==> config.mk <==
export PLATFORM = sky130hd
export DESIGN_NAME = lc3_mem_core_flat
export DESIGN_NICKNAME = d
export VERILOG_FILES = /design/src/rtl/lc3_pkg.sv /design/src/rtl/lc3_mem_core_if.sv /design/src/rtl/lc3_regfile.sv /design/src/rtl/lc3_mem_core.sv /design/src/flat_wrapper.sv
export SDC_FILE = /design/constraint.sdc
export NUM_CORES = 1
export LEC_CHECK = 0
export BUFFER_PORTS_ARGS = -buffer_cell sky130_fd_sc_hd__buf_2
export CAP_MARGIN = 40
export CORE_ASPECT_RATIO = 1.4
export CORE_MARGIN = 10
export CORE_UTILIZATION = 35
export CTS_CLUSTER_DIAMETER = 200
export CTS_CLUSTER_SIZE = 20
export DETAILED_ROUTE_END_ITERATION = 8
export SKIP_CTS_REPAIR_TIMING = 1
export SYNTH_ARGS = -nofsm -noshare
export SYNTH_HDL_FRONTEND = slang
export SYNTH_SLANG_ARGS = --single-unit
==> constraint.sdc <==
create_clock -name clock_in -period 6.9 [get_ports clock_in]
set_clock_uncertainty 0.1 [all_clocks]
set_input_delay 1.035 -clock clock_in [delete_from_list [all_inputs] [get_ports clock_in]]
set_output_delay 1.035 -clock clock_in [all_outputs]
set_load 0.02 [all_outputs]
==> src/rtl/lc3_pkg.sv <==
// Shared definitions for the LC-3 subset core: opcodes, FSM encoding,
// condition-code values and the sign-extension / CC helpers.
package lc3_pkg;

    localparam logic [3:0] OP_BR   = 4'h0;
    localparam logic [3:0] OP_ADD  = 4'h1;
    localparam logic [3:0] OP_LD   = 4'h2;
    localparam logic [3:0] OP_ST   = 4'h3;
    localparam logic [3:0] OP_AND  = 4'h5;
    localparam logic [3:0] OP_LDR  = 4'h6;
    localparam logic [3:0] OP_STR  = 4'h7;
    localparam logic [3:0] OP_NOT  = 4'h9;
    localparam logic [3:0] OP_JMP  = 4'hC;
    localparam logic [3:0] OP_LEA  = 4'hE;
    localparam logic [3:0] OP_TRAP = 4'hF;

    localparam logic [2:0] NZP_N = 3'b100;
    localparam logic [2:0] NZP_Z = 3'b010;
    localparam logic [2:0] NZP_P = 3'b001;

    typedef enum logic [2:0] {
        ST_INIT,
        ST_FETCH,
        ST_EXEC,
        ST_MEM,
        ST_HALT
    } state_t;

    function automatic logic [15:0] sext5(input logic [4:0] v);
        return {{11{v[4]}}, v};
    endfunction

    function automatic logic [15:0] sext6(input logic [5:0] v);
        return {{10{v[5]}}, v};
    endfunction

    function automatic logic [15:0] sext9(input logic [8:0] v);
        return {{7{v[8]}}, v};
    endfunction

    function automatic logic [2:0] cc_of(input logic [15:0] v);
        if (v[15])
            return NZP_N;
        else if (v == 16'h0000)
            return NZP_Z;
        else
            return NZP_P;
    endfunction

endpackage

==> src/rtl/lc3_mem_core_if.sv <==
// Memory port of the core. A transfer completes on the rising edge where
// mem_req=1 and mem_ack=1; the master holds mem_add/mem_we/mem_out until then.
interface lc3_mem_if;
    logic [15:0] mem_in;
    logic        mem_ack;
    logic        mem_req;
    logic        mem_we;
    logic        mem_fetch;
    logic [15:0] mem_add;
    logic [15:0] mem_out;

    modport master (
        input  mem_in, mem_ack,
        output mem_req, mem_we, mem_fetch, mem_add, mem_out
    );

    modport slave (
        output mem_in, mem_ack,
        input  mem_req, mem_we, mem_fetch, mem_add, mem_out
    );
endinterface

==> src/rtl/lc3_regfile.sv <==
// 8x16 register file: two combinational read ports, one synchronous write
// port, asynchronously cleared.
module lc3_regfile (
    input  logic        clock_in,
    input  logic        reset_in,
    input  logic [2:0]  ra_i,
    input  logic [2:0]  rb_i,
    output logic [15:0] rd_a_o,
    output logic [15:0] rd_b_o,
    input  logic        we_i,
    input  logic [2:0]  wa_i,
    input  logic [15:0] wd_i
);
    logic [15:0] regs_q [8];

    always_ff @(posedge clock_in or posedge reset_in) begin
        if (reset_in) begin
            for (int i = 0; i < 8; i++)
                regs_q[i] <= 16'h0000;
        end else if (we_i) begin
            regs_q[wa_i] <= wd_i;
        end
    end

    assign rd_a_o = regs_q[ra_i];
    assign rd_b_o = regs_q[rb_i];
endmodule

==> src/rtl/lc3_mem_core.sv <==
// LC-3 subset core with a req/ack memory port supporting wait states.
// Bus outputs are decoded from registered state only, so reset drops them at once.
module lc3_mem_core
    import lc3_pkg::*;
#(
    parameter logic [15:0] RESET_PC  = 16'h3000,
    parameter int          LED_W     = 8,
    parameter logic [7:0]  TRAP_LED  = 8'h25,
    parameter logic [7:0]  TRAP_HALT = 8'hFF
) (
    input  logic             clock_in,
    input  logic             reset_in,
    lc3_mem_if.master        mem,
    output logic [LED_W-1:0] led_out,
    output logic             halted,
    output state_t           state_o
);
    state_t             state_q, state_d;
    logic [15:0]        pc_q, pc_d;
    logic [15:0]        inst_q, inst_d;
    logic [15:0]        ea_q, ea_d;
    logic [2:0]         nzp_q, nzp_d;
    logic [LED_W-1:0]   led_q, led_d;

    logic        rf_we;
    logic [15:0] rf_wd;
    logic [15:0] rd_a, rd_b;
    logic [2:0]  rb_addr;
    logic [15:0] opnd2;
    logic [3:0]  op;
    logic        is_store;

    assign op       = inst_q[15:12];
    assign is_store = (op == OP_ST) || (op == OP_STR);
    // Port B serves the ALU's second source in EXEC and the store source in MEM.
    assign rb_addr  = (state_q == ST_MEM) ? inst_q[11:9] : inst_q[2:0];
    assign opnd2    = inst_q[5] ? sext5(inst_q[4:0]) : rd_b;

    lc3_regfile u_regfile (
        .clock_in (clock_in),
        .reset_in (reset_in),
        .ra_i     (inst_q[8:6]),
        .rb_i     (rb_addr),
        .rd_a_o   (rd_a),
        .rd_b_o   (rd_b),
        .we_i     (rf_we),
        .wa_i     (inst_q[11:9]),
        .wd_i     (rf_wd)
    );

    always_ff @(posedge clock_in or posedge reset_in) begin
        if (reset_in) begin
            state_q <= ST_INIT;
            pc_q    <= RESET_PC;
            inst_q  <= 16'hFFFF;
            ea_q    <= 16'h0000;
            nzp_q   <= NZP_Z;
            led_q   <= '0;
        end else begin
            state_q <= state_d;
            pc_q    <= pc_d;
            inst_q  <= inst_d;
            ea_q    <= ea_d;
            nzp_q   <= nzp_d;
            led_q   <= led_d;
        end
    end

    always_comb begin
        state_d       = state_q;
        pc_d          = pc_q;
        inst_d        = inst_q;
        ea_d          = ea_q;
        nzp_d         = nzp_q;
        led_d         = led_q;
        rf_we         = 1'b0;
        rf_wd         = 16'h0000;
        mem.mem_req   = 1'b0;
        mem.mem_we    = 1'b0;
        mem.mem_fetch = 1'b0;
        mem.mem_add   = 16'h0000;
        mem.mem_out   = 16'h0000;
        halted        = 1'b0;

        case (state_q)
            ST_INIT: begin
                pc_d    = RESET_PC;
                state_d = ST_FETCH;
            end
            ST_FETCH: begin
                mem.mem_req   = 1'b1;
                mem.mem_fetch = 1'b1;
                mem.mem_add   = pc_q;
                if (mem.mem_ack) begin
                    inst_d  = mem.mem_in;
                    pc_d    = pc_q + 16'd1;
                    state_d = ST_EXEC;
                end
            end
            ST_EXEC: begin
                state_d = ST_FETCH;
                case (op)
                    OP_BR: begin
                        if ((inst_q[11:9] & nzp_q) != 3'b000)
                            pc_d = pc_q + sext9(inst_q[8:0]);
                    end
                    OP_ADD: begin
                        rf_we = 1'b1;
                        rf_wd = rd_a + opnd2;
                        nzp_d = cc_of(rd_a + opnd2);
                    end
                    OP_AND: begin
                        rf_we = 1'b1;
                        rf_wd = rd_a & opnd2;
                        nzp_d = cc_of(rd_a & opnd2);
                    end
                    OP_NOT: begin
                        rf_we = 1'b1;
                        rf_wd = ~rd_a;
                        nzp_d = cc_of(~rd_a);
                    end
                    OP_LEA: begin
                        rf_we = 1'b1;
                        rf_wd = pc_q + sext9(inst_q[8:0]);
                        nzp_d = cc_of(pc_q + sext9(inst_q[8:0]));
                    end
                    OP_LD, OP_ST: begin
                        ea_d    = pc_q + sext9(inst_q[8:0]);
                        state_d = ST_MEM;
                    end
                    OP_LDR, OP_STR: begin
                        ea_d    = rd_a + sext6(inst_q[5:0]);
                        state_d = ST_MEM;
                    end
                    OP_JMP: pc_d = rd_a;
                    OP_TRAP: begin
                        if (inst_q[7:0] == TRAP_LED)
                            led_d = led_q + LED_W'(1);
                        if (inst_q[7:0] == TRAP_HALT)
                            state_d = ST_HALT;
                    end
                    default: state_d = ST_HALT;
                endcase
            end
            ST_MEM: begin
                mem.mem_req = 1'b1;
                mem.mem_add = ea_q;
                mem.mem_we  = is_store;
                mem.mem_out = is_store ? rd_b : 16'h0000;
                if (mem.mem_ack) begin
                    if (!is_store) begin
                        rf_we = 1'b1;
                        rf_wd = mem.mem_in;
                        nzp_d = cc_of(mem.mem_in);
                    end
                    state_d = ST_FETCH;
                end
            end
            ST_HALT: halted = 1'b1;
            default: state_d = ST_HALT;
        endcase
    end

    assign led_out = led_q;
    assign state_o = state_q;
endmodule

==> src/flat_wrapper.sv <==
// flat-port wrapper written by rule: the top's interface ports become plain ports
module lc3_mem_core_flat import lc3_pkg::*;
#(
    parameter logic [15:0] RESET_PC  = 16'h3000,
    parameter int          LED_W     = 8,
    parameter logic [7:0]  TRAP_LED  = 8'h25,
    parameter logic [7:0]  TRAP_HALT = 8'hFF
)
  (clock_in, reset_in, led_out, halted, state_o, mem_mem_in, mem_mem_ack, mem_mem_req, mem_mem_we, mem_mem_fetch, mem_mem_add, mem_mem_out);
  lc3_mem_if mem_i ();
  input  logic clock_in;
  input  logic reset_in;
  output logic [LED_W-1:0] led_out;
  output logic halted;
  output state_t state_o;
  input wire logic [$bits(mem_i.mem_in)-1:0] mem_mem_in;
  input wire logic [$bits(mem_i.mem_ack)-1:0] mem_mem_ack;
  output wire logic [$bits(mem_i.mem_req)-1:0] mem_mem_req;
  output wire logic [$bits(mem_i.mem_we)-1:0] mem_mem_we;
  output wire logic [$bits(mem_i.mem_fetch)-1:0] mem_mem_fetch;
  output wire logic [$bits(mem_i.mem_add)-1:0] mem_mem_add;
  output wire logic [$bits(mem_i.mem_out)-1:0] mem_mem_out;
  assign mem_i.mem_in = mem_mem_in;
  assign mem_i.mem_ack = mem_mem_ack;
  assign mem_mem_req = mem_i.mem_req;
  assign mem_mem_we = mem_i.mem_we;
  assign mem_mem_fetch = mem_i.mem_fetch;
  assign mem_mem_add = mem_i.mem_add;
  assign mem_mem_out = mem_i.mem_out;
  lc3_mem_core #(.RESET_PC(RESET_PC), .LED_W(LED_W), .TRAP_LED(TRAP_LED), .TRAP_HALT(TRAP_HALT)) u_core (.clock_in(clock_in), .reset_in(reset_in), .mem(mem_i), .led_out(led_out), .halted(halted), .state_o(state_o));
endmodule
Word level (Yosys, flattened, before mapping)

Cells that the tools add are included.
W data, S select, Z words.

Add/subtract/negate cells: 5
$lt $le $gt $ge: 4
Equal/unequal tests: 22
Multiplexer cells: 50
Bitwise gates (word level): 7
Reductions and logical operators: 25

Operators with widths:

| cell                    | number |
|---|---|
| $mux W16                | 12 |
| $bwmux W128             | 1 |
| $pmux W16 S2            | 4 |
| $bmux W16 S3            | 2 |
| $logic_not A16 Y1       | 5 |
| $pmux W16 S4            | 1 |
| $add A16 B16 Y16        | 3 |
| $demux W16 S3           | 1 |
| $pmux W16 S3            | 1 |
| $mux W3                 | 11 |
| $add A16 B1 Y16 const B | 1 |
| $and A16 B16 Y16        | 1 |
| $eq A4 B4 Y1 const B    | 4 |
| $not A16 Y16            | 1 |
| $pmux W3 S5             | 1 |
| $eq A4 B3 Y1 const B    | 3 |
| $ge A4 B4 Y1 const B    | 3 |
| $not A3 Y4              | 3 |
| $pmux W3 S4             | 1 |
| $mux W2                 | 5 |
| $pmux W3 S3             | 1 |
| $add A8 B1 Y8 const B   | 1 |
| $eq A4 B2 Y1 const B    | 2 |
| $eq A8 B6 Y1 const B    | 1 |
| 27 further kinds        | 44 |

Register bits after elaboration: 190
Bits of input ports: 19
Output and inout port bits: 47
Word-level logic and storage cells: 127

Depth between registers and ports, before layout

Gate-level depths: netlist (run 1).

Depth after elaboration: 13
Depth in mapped cells: 20
Depth with buffers taken out: 16

By module

From an unflattened synthesis (run 1), not the netlist that was laid out.

Cells, all modules: 1301
Area total of the unflattened synthesis: 14034.7 um^2

By module, submodules not included:

| module       | times used | cells each | area each (um^2) | seq. area each (um^2) |
|---|---|---|---|---|
| lc3_regfile  | 1          | 396        | 7040.5           | 3203.1 |
| lc3_mem_core | 1          | 905        | 6994.2           | 1575.3 |

Least setup slack after synthesis (run 1)

No wires, ideal clock.

Kind: register to register
From: register u_core.state_q[1] (netlist: u_core.state_o[1])
To: register u_core.nzp_q[1]
Setup time: 0.081 ns
Arrival: 5.073 ns
Required time: 6.719 ns
Slack: 1.646 ns
Stages on the path, launching flop included: 19
Path buffers: 3
Period minus slack after synthesis: 5.254 ns
Path through: dfrtp_1 buf_2 and3b_1 buf_2 mux2i_1 buf_2 mux4_2 mux2i_1 a21oi_1 ha_1 fa_1 a211oi_2 o21ai_1 a41o_1 a2111oi_2 nor3_1 nand3b_4 or4b_1 a211oi_2

Word-level cells in the longest chain between the ends: 13
Elaborated cells between the ends (all ways): 23
Those cells by class: add/sub: 1; eq/ne: 5; mux: 11; bitwise: 2; reduce/logical: 4

RTL lines:

| item                                                        | RTL line                                 | text |
|---|---|---|
| start, declared                                             | lc3_mem_core.sv:18                       | `state_t state_q, state_d;` |
| start signal, assigned                                      | lc3_mem_core.sv:60                       | `state_q <= state_d;` |
| $eq A3 B2 Y1                                                | lc3_mem_core.sv:36, lc3_mem_core.sv:85   |  |
| $mux W3                                                     | lc3_mem_core.sv:36                       | `assign rb_addr = (state_q == ST_MEM) ? inst_q[11:9] : inst_q[2:0];` |
| $not A3 Y4 (implied by the code)                            | lc3_regfile.sv:26                        | `assign rd_b_o = regs_q[rb_i];` |
| $bmux W16 S3                                                | lc3_regfile.sv:26                        |  |
| $mux W16 (implied by the code) (2 in series)                | lc3_regfile.sv:26                        |  |
| $mux W16                                                    | lc3_mem_core.sv:37                       | `assign opnd2 = inst_q[5] ? sext5(inst_q[4:0]) : rd_b;` |
| $add A16 B16 Y16 / $and A16 B16 Y16 (equally long branches) | lc3_mem_core.sv:110, lc3_mem_core.sv:115 |  |
| $logic_not A16 Y1                                           | lc3_pkg.sv:44                            | `else if (v == 16'h0000)` |
| $mux W2                                                     | lc3_pkg.sv:44                            |  |
| $mux W3                                                     | lc3_pkg.sv:42                            | `if (v[15])` |
| $pmux W3 S4                                                 | lc3_mem_core.sv:102                      | `case (op)` |
| $pmux W3 S2                                                 | lc3_mem_core.sv:85                       | `case (state_q)` |
| end signal, assigned                                        | lc3_mem_core.sv:64                       | `nzp_q <= nzp_d;` |
| end, declared                                               | lc3_mem_core.sv:22                       | `logic [2:0] nzp_q, nzp_d;` |

Several ways; a longest one is shown, not always the timed one. The select of a mux whose other input is x is not followed.
A chain may end at the register's enable or synchronous reset.

Worst setup path after layout (run 1)

From: register u_core.state_q[2] (netlist: u_core.state_o[2])
To: register u_core.u_regfile.regs_q[126] (netlist name)

Word-level cells in the longest chain between the ends: 11
Elaborated cells between the ends (all ways): 14
Those cells by class: add/sub: 1; eq/ne: 2; mux: 9; bitwise: 2

RTL lines:

| item                                                        | RTL line                                 | text |
|---|---|---|
| $eq A3 B2 Y1                                                | lc3_mem_core.sv:36, lc3_mem_core.sv:85   |  |
| $mux W3                                                     | lc3_mem_core.sv:36                       |  |
| $not A3 Y4 (implied by the code)                            | lc3_regfile.sv:26                        |  |
| $bmux W16 S3                                                | lc3_regfile.sv:26                        |  |
| $mux W16 (implied by the code) (2 in series)                | lc3_regfile.sv:26                        |  |
| $mux W16                                                    | lc3_mem_core.sv:37                       |  |
| $add A16 B16 Y16 / $and A16 B16 Y16 (equally long branches) | lc3_mem_core.sv:109, lc3_mem_core.sv:114 |  |
| $pmux W16 S4                                                | lc3_mem_core.sv:102                      |  |
| $pmux W16 S2                                                | lc3_mem_core.sv:85                       |  |
| $bwmux W128                                                 | lc3_regfile.sv:21                        | `regs_q[wa_i] <= wd_i;` |
| end signal, assigned by index                               | lc3_regfile.sv:21                        |  |
| end, declared                                               | lc3_regfile.sv:14                        | `logic [15:0] regs_q [8];` |

Several ways; a longest one is shown, not always the timed one. The select of a mux whose other input is x is not followed.

==> results of run 1 <==
[synth_stat cells (7+ instances only)]
master	number	area (um2)
a211oi_1	7	52.55
a21o_1	17	127.6
a21oi_1	140	700.7
a222oi_1	10	100.1
a22oi_1	15	112.6
a31oi_1	15	93.84
and2_1	8	50.05
and3_1	13	81.33
buf_1	8	30.03
buf_2	18	90.09
clkbuf_1	56	210.2
dfrtp_1	171	4279
dfstp_2	19	499.2
ha_1	48	600.6
inv_1	31	116.4
mux2_2	17	191.4
mux2i_1	59	590.6
mux4_2	64	1441
nand2_1	147	551.8
nand3_1	23	115.1
nand4_1	9	56.30
nor2_1	167	626.9
nor2b_1	14	87.58
nor3_1	22	110.1
nor4_1	13	81.33
o211ai_1	8	60.06
o21a_1	9	67.56
o21ai_0	134	670.6
o31ai_1	16	120.1
or3_1	8	50.05
xnor2_1	24	210.2
xor2_1	14	122.6
[layout make-up]
cell class	instances	area share, %
clock buffers	17	2.890
multi-input cells	1120	54.47
flip-flops and latches	190	32.46
well taps	473	4.021
inverters	32	0.8671
clock inverters	15	1.080
repair buffers	94	4.208
[final timing paths]
| path | end | slack [ns] | cells after the start |
|---|---|---|---|
| max | u_core.u_regfile.regs_q[126] | 1.26 | 16 |
| min reg2reg | u_core.led_out[7] | 0.38 | 1 |
| min in group asynchronous | u_core.led_out[6] | 0.63 | 2 |
| max reg2reg | u_core.u_regfile.regs_q[126] | 1.26 | 16 |
| min | u_core.led_out[7] | 0.38 | 1 |
| max in group asynchronous | u_core.inst_q[6] | 4.83 | 4 |
[where the power goes]
group	internal (mW)	switching, mW
combinational	1.69	2.49
clock	0.510	0.498
sequential	1.45	0.441
[kinds of logic after synthesis]
logic type	after synthesis	share of synthesized area, %
XOR/XNOR	39	2.636
flip-flops	190	36.08
adder cells (fa/ha/maj)	51	4.989
AO/OA/AOI/OAI	436	20.23
multiplexers	140	16.79
AND/OR/NAND/NOR	454	15.57
buffers and inverters	120	3.704
[registers in the layout (all words and copies together) (netlist names)]
name / count
u_core.u_regfile.regs_q: 128
u_core.ea_q: 16
u_core.inst_q: 16
u_core.pc_q: 16
u_core.led_out: 8
u_core.nzp_q: 3
u_core.state_o: 3
[worst max-delay path, delay by kind of cell, from the launching register on]
kind / cells / cell delay [ns]
compound gates: 8 / 1.88
flops: 1 / 0.41
fa+ha+maj: 2 / 0.82
simple gates: 3 / 1.33
mux: 3 / 0.94
[per-stage QoR]
step	power (mW)	hold slack, ns	worst slack [ns]	utilization, %	std cells
finish	7.079	0.3769	1.262	39.23	1941
floorplan	4.807	0.3496	0.6260	-	1430
detailed placement	6.018	0.3685	1.298	37.67	1909
global route	7.531	0.3948	0.8864	39.23	1941
CTS	7.043	0.3797	1.290	39.23	1941
global placement	5.956	0.3563	1.340	37.27	1899
[metal layers]
layer / up-vias / routed length (um) / share of wire (%) / track usage (%)
met5: - / 0 / 0 / 0
met4: 0 / 2047 / 4.5 / 9.223
met3: 98 / 2210 / 4.9 / 2.985
met2: 444 / 23150 / 51 / 34.25
met1: 5781 / 17690 / 39 / 22.69
li1: 5354 / - / - / -
==> out/metrics.yaml, run 1 <==
cpMaxStageDelayCell: "nor2b_1"
antenna_found_initial: 0
grt_max_degree: 119
post_drt_wl_per_cell_um: 23.23
fin_setup_tns_ns: 0
fmax_mhz: 177.4
first_global_vias: 11390
final_min_period_over_clock_period_pct: 81.72
hold_path_class: "flip-flop to flip-flop"
final_area_mm2: 0.01472
synth-edff-count: 0
hold_viol: 0
critical_path.max_fanout: 17
die_h_um: 250.2
mostFrequentLayoutCells: "dfrtp_1 (171), nor2_1 (167), nand2_1 (147), a21oi_1 (139), o21ai_0 (134)"
worstReg2RegStart: "u_core.state_o[2]"
grt_pass1_wl_mm: 69.60
finalNetCount: 1525
cp_data_required_time_ns: 7.12
ys_warn_count: 0
drc_errors: 0
setup_violations: 0
max-vdd-ir-drop_mv: 0.1752
syn_avg_cell_area_um2: 9.261
dr.pass1.iters: 9
rsz0062_at_grt: "false"
p_per_area_mw_per_mm2: 481.0
io_pins: 66
crit_start: "u_core.state_o[2]"
vias: 11680
dp_hpwl_mm: 33.85
cp.arrival_ns: 5.86
num_rows: 84
multi_input_comb_area_mm2: 0.008018
p_leak_nw: 6.344
cts_tree: "yes"
viasPerCell: 6.016
outcome: "finished, final reports clean"
synthCells: 1430
synth_seq_area_share_pct: 36.08
clock_sinks: 190
area_delta_synth_final_pct: 11.15
clkTransAtPathRegs_ns: 0.07
synth-seq-cells: 190
ff_latch_area_mm2: 0.004778
fill_cells: 3741
maxSlewHeadroom_pct: 38.62
drtAntennaViolNets: 0
drt_wl_total_mm: 45.09
n_antenna_cell: 0
synthArstFlopShare_pct: 100.0
fp.dieArea_mm2: 0.04613
start_util_pct: 35.29
hold_start: "u_core.led_out[7]"
synth_nets: 1500
worst-slew-pin-transition_ns: 0.9092
layout-drive-gt1-share_pct: 17.03
port_buffers: 65
end_kind: "flip-flop"
synthDistinctLibCells: 79
cts_buffers: 17
worstSkewPairLatency_ns: 0.46
path_class: "flip-flop to flip-flop"
cp_cell_sequence: "and3b_1 -> nor2_1 -> a21oi_4 -> mux4_2 -> mux2i_1 -> a21oi_1 -> ha_1 -> fa_1 -> a211oi_2 -> o21ai_1 -> a41o_1 -> a21o_1 -> mux2i_1 -> a21oi_1 -> nor2b_1 -> o21ai_1"
place_congestion: 0.9543
synth_area_mm2: 0.01324
grtUsageTotal_pct: 19.54
die_width_um: 184.4
slowest_delay_ns: 0.65
cap_violations: 0
h-tree-depth: 4
synth_flop_cell: "dfrtp_1"
initialDrtViolationCount: 1124
overflow: 0
placed_area_mm2: 0.01413
critPathLaunchType: "flip-flop"
final.min_clock_period_ns: 5.638
final_common_cell: "dfrtp_1"
cts_buffer_depth: 2
drv_slew: 0
coreArea_mm2: 0.03752
root_buffer: "clkbuf_16"
(Power assumes the default switching activity.)
==> run 2, diff against run 1 <==
Settings changed: ABC_AREA set to 1.
Clock period 6.9 ns to 5.2 ns, I/O delays scaled along.
==> run 2 against run 1 <==
  * Sequential share of layout area down 2.5 points
  * Cell count up 43%
  * Total power up 83%
  * Critical path depth up 9
  * Critical endpoint is now u_core.u_regfile.regs_q[73]
  * Largest power group unchanged
==> out/metrics.yaml, run 2 <==
die_h_um: 259.9  # was 250.2 um
hold_path_class: "primary input to asynchronous set/reset pin"  # was flip-flop to flip-flop
fin_setup_tns_ns: 0  # unchanged
port_buffers: 65  # unchanged
drtAntennaViolNets: 0  # unchanged
post_drt_wl_per_cell_um: 20.23  # was 23.23 um
grt_pass1_wl_mm: 85.99  # was 69.60 mm
cts_tree: "yes"  # unchanged
swShare_pct: 56.63  # was 48.43%
end_kind: "flip-flop"  # unchanged
h-tree-depth: 4  # unchanged
area_delta_synth_final_pct: 10.87  # was 11.15%
yosys.area.top_type: "dfrtp_1"  # unchanged
vias: 15300  # was 11680
yosysTopAreaCellShare_pct: 29.74  # was 32.31%
n_antenna_cell: 0  # unchanged
synth_common_cells: "nand2_1 (771), inv_1 (225), dfrtp_1 (171), nand3_1 (150), o21ai_0 (142)"  # was dfrtp_1 (171), nor2_1 (167), nand2_1 (147), a21oi_1 (140), o21ai_0 (134)
ys_warn_count: 0  # unchanged
drc_errors: 0  # unchanged
drv_slew: 0  # unchanged
io_pins: 66  # unchanged
final_min_period_over_clock_period_pct: 94.58  # was 81.72%
coreArea_mm2: 0.04049  # was 0.03752 mm2
outcome: "finished, final reports clean"  # unchanged
critPathLaunchType: "flip-flop"  # unchanged
finalNetCount: 2297  # was 1525
crit_end: "u_core.u_regfile.regs_q[73]"  # was u_core.u_regfile.regs_q[126]
first_global_vias: 14790  # was 11390
synth-seq-cells: 190  # unchanged
r2r_slack_ns: 0.28  # was 1.26 ns
fmax_mhz: 203.3  # was 177.4 MHz
synthDistinctLibCells: 53  # was 79
place_congestion: 0.9995  # was 0.9543
grtUsageTotal_pct: 22.37  # was 19.54%
reg2reg_depth: 25  # was 16
worstReg2RegStart: "u_core.state_o[0]"  # was u_core.state_o[2]
die_width_um: 191.4  # was 184.4 um
cp_data_required_time_ns: 5.43  # was 7.12 ns
synth_flop_cell: "dfrtp_1"  # unchanged
max-vdd-ir-drop_mv: 0.3334  # was 0.1752 mV
p_leak_nw: 7.969  # was 6.344 nW
drt_wl_total_mm: 56.11  # was 45.09 mm
synth_seq_area_share_pct: 33.21  # was 36.08%
layout-drive-gt1-share_pct: 9.647  # was 17.03%
fp.dieArea_mm2: 0.04974  # was 0.04613 mm2
initialDrtViolationCount: 1443  # was 1124
synthCells: 2193  # was 1430
crit_start: "u_core.state_o[0]"  # was u_core.state_o[2]
dr.pass1.iters: 7  # was 9
largest_reg_flops: 128  # unchanged
worstSkewPairLatency_ns: 0.47  # was 0.46 ns
antenna_found_initial: 0  # unchanged
p_int_mw: 5.610  # was 3.651 mW
mostFrequentLayoutCells: "nand2_1 (771), inv_1 (224), dfrtp_1 (171), nand3_1 (150), o21ai_0 (142)"  # was dfrtp_1 (171), nor2_1 (167), nand2_1 (147), a21oi_1 (139), o21ai_0 (134)
p_switching_mw: 7.324  # was 3.428 mW
p_per_area_mw_per_mm2: 810.7  # was 481.0 mW/mm2
synth-edff-count: 0  # unchanged
r2r_end: "u_core.u_regfile.regs_q[73]"  # was u_core.u_regfile.regs_q[126]
final_common_cell: "nand2_1"  # was dfrtp_1
root_buffer: "clkbuf_16"  # unchanged
synth_nets: 2263  # was 1500
cts_buffers: 17  # unchanged
dp_hpwl_mm: 41.84  # was 33.85 mm
cts_buffer_depth: 2  # unchanged
maxSlewHeadroom_pct: 41.32  # was 38.62%
num_rows: 87  # was 84
viasPerCell: 5.519  # was 6.016
cp.arrival_ns: 5.15  # was 5.86 ns
syn_avg_cell_area_um2: 6.562  # was 9.261 um2
dp.cells: 2742  # was 1909
grt_max_degree: 122  # was 119
setup_violations: 0  # unchanged
clkTransAtPathRegs_ns: 0.08  # was 0.07 ns
worst-slew-pin-transition_ns: 0.8803  # was 0.9092 ns
overflow: 0  # unchanged
cap_violations: 0  # unchanged
critical_path.max_fanout: 23  # was 17
synth_area_mm2: 0.01439  # was 0.01324 mm2
hold_viol: 0  # unchanged
combPwrFrac_pct: 70.2  # was 59.0%
ys_top_cells_by_area: "dfrtp_1 (30%), nand2_1 (20%), inv_1 (5.9%)"  # was dfrtp_1 (32%), mux4_2 (11%), a21oi_1 (5.3%)
synthArstFlopShare_pct: 100.0  # unchanged
synthMostInstantiatedCell: "nand2_1"  # was dfrtp_1
clock_sinks: 190  # unchanged
final.min_clock_period_ns: 4.918  # was 5.638 ns
pwr-share-clk_pct: 10.3  # was 14.2%
start_util_pct: 35.54  # was 35.29%
fin_cells: 2773  # was 1941
rsz0062_at_grt: "false"  # unchanged
path_class: "flip-flop to flip-flop"  # unchanged
top_register: "u_core.u_regfile.regs_q"  # unchanged
pwr-share-seq_pct: 19.5  # was 26.7%
==> run 2: cell types whose count changed after synthesis, moves of 26 or more <==
cell,change
mux2i_1,-59
nand2_1,+624
a31oi_1,+26
inv_1,+194
o21ai_1,+48
mux4_2,-64
nor2_1,-29
nand3_1,+127
==> run 2: how the worst min path moves through the flow <==
| stage | end | slack (ns) | from | depth (start not counted) |
|---|---|---|---|---|
| after floorplan | u_core.ea_q[14] | 0.35 | u_core.ea_q[14] | 2 |
| after detailed placement | u_core.led_out[7] | 0.37 | u_core.led_out[7] | 1 |
| after CTS | u_core.ea_q[1] | 0.10 | reset_in | 2 |
| final | u_core.ea_q[1] | 0.11 | reset_in | 2 |
| after global routing | u_core.ea_q[1] | 0.10 | reset_in | 2 |
| after global placement | u_core.led_out[7] | 0.36 | u_core.led_out[7] | 1 |
==> run 2: layout make-up <==
cell class | count | area [um2]
Fill cell | 4342 | 24540
Multi-Input combinational cell | 1659 | 8217
Clock inverter | 13 | 127.6
Inverter | 250 | 953.4
Tap cell | 534 | 668.1
Sequential cell | 190 | 4778
Clock buffer | 18 | 439.2
Timing Repair Buffer | 109 | 770.7
==> run 2: metal layers <==
layer,wire (um),global-route usage (%),up-vias
met4,3941,14.90,0
met3,3637,3.228,169
met2,27900,39.11,662
met5,0,0,-
met1,20630,24.68,7219
li1,-,-,7254
==> run 2: kinds of logic after synthesis <==
family,after synthesis,synth area share (%)
simple gates,1136,33.29
compound gates,451,17.62
mux,1,0.07825
flops,190,33.21
xor+xnor,20,1.217
fa+ha+maj,51,4.591
buf+inv,344,9.999
==> run 2: power groups by stage <==
stage | combinational, mW | clock [mW] | sequential (mW)
global placement | 8.79 | 0 | 2.52
global route | 10.0 | 1.40 | 2.59
detailed placement | 8.85 | 0 | 2.53
floorplan | 6.29 | 0 | 2.40
CTS | 8.88 | 1.34 | 2.51
finish | 9.08 | 1.33 | 2.53
==> run 2: stage by stage <==
stage                     setup WS (ns)  hold slack [ns]  utilization [%]  area [um2]  power [mW]
after detailed placement         0.1527           0.3688            37.93       15360       11.38
after global routing           0.005685           0.1018            39.40       15950       14.02
after global placement           0.1536           0.3573            37.80       15310       11.31
after floorplan                   1.110           0.3494                -       14390       8.682
after CTS                        0.1175           0.1033            39.33       15930       12.73
final                            0.2821           0.1069            39.40       15950       12.93
==> run 2: critical path, stage by stage (launching register included) <==
cell     delay (ns)
dfrtp_1        0.42
inv_2          0.09
nor2_2         0.05
nand2_1        0.21
buf_4          0.22
nand2_1        0.10
o21ai_4        0.19
inv_1          0.28
buf_12         0.24
a21oi_1        0.11
o21ai_0        0.11
nand2_1        0.10
nor2_1         0.04
a31oi_1        0.14
buf_4          0.19
o21ai_1        0.07
ha_1           0.40
nand2_1        0.13
nor2_1         0.36
nand3_1        0.21
nand4_1        0.16
a21oi_1        0.08
o21ai_0        0.33
o21ai_2        0.25
nand2_1        0.12
o21ai_0        0.09
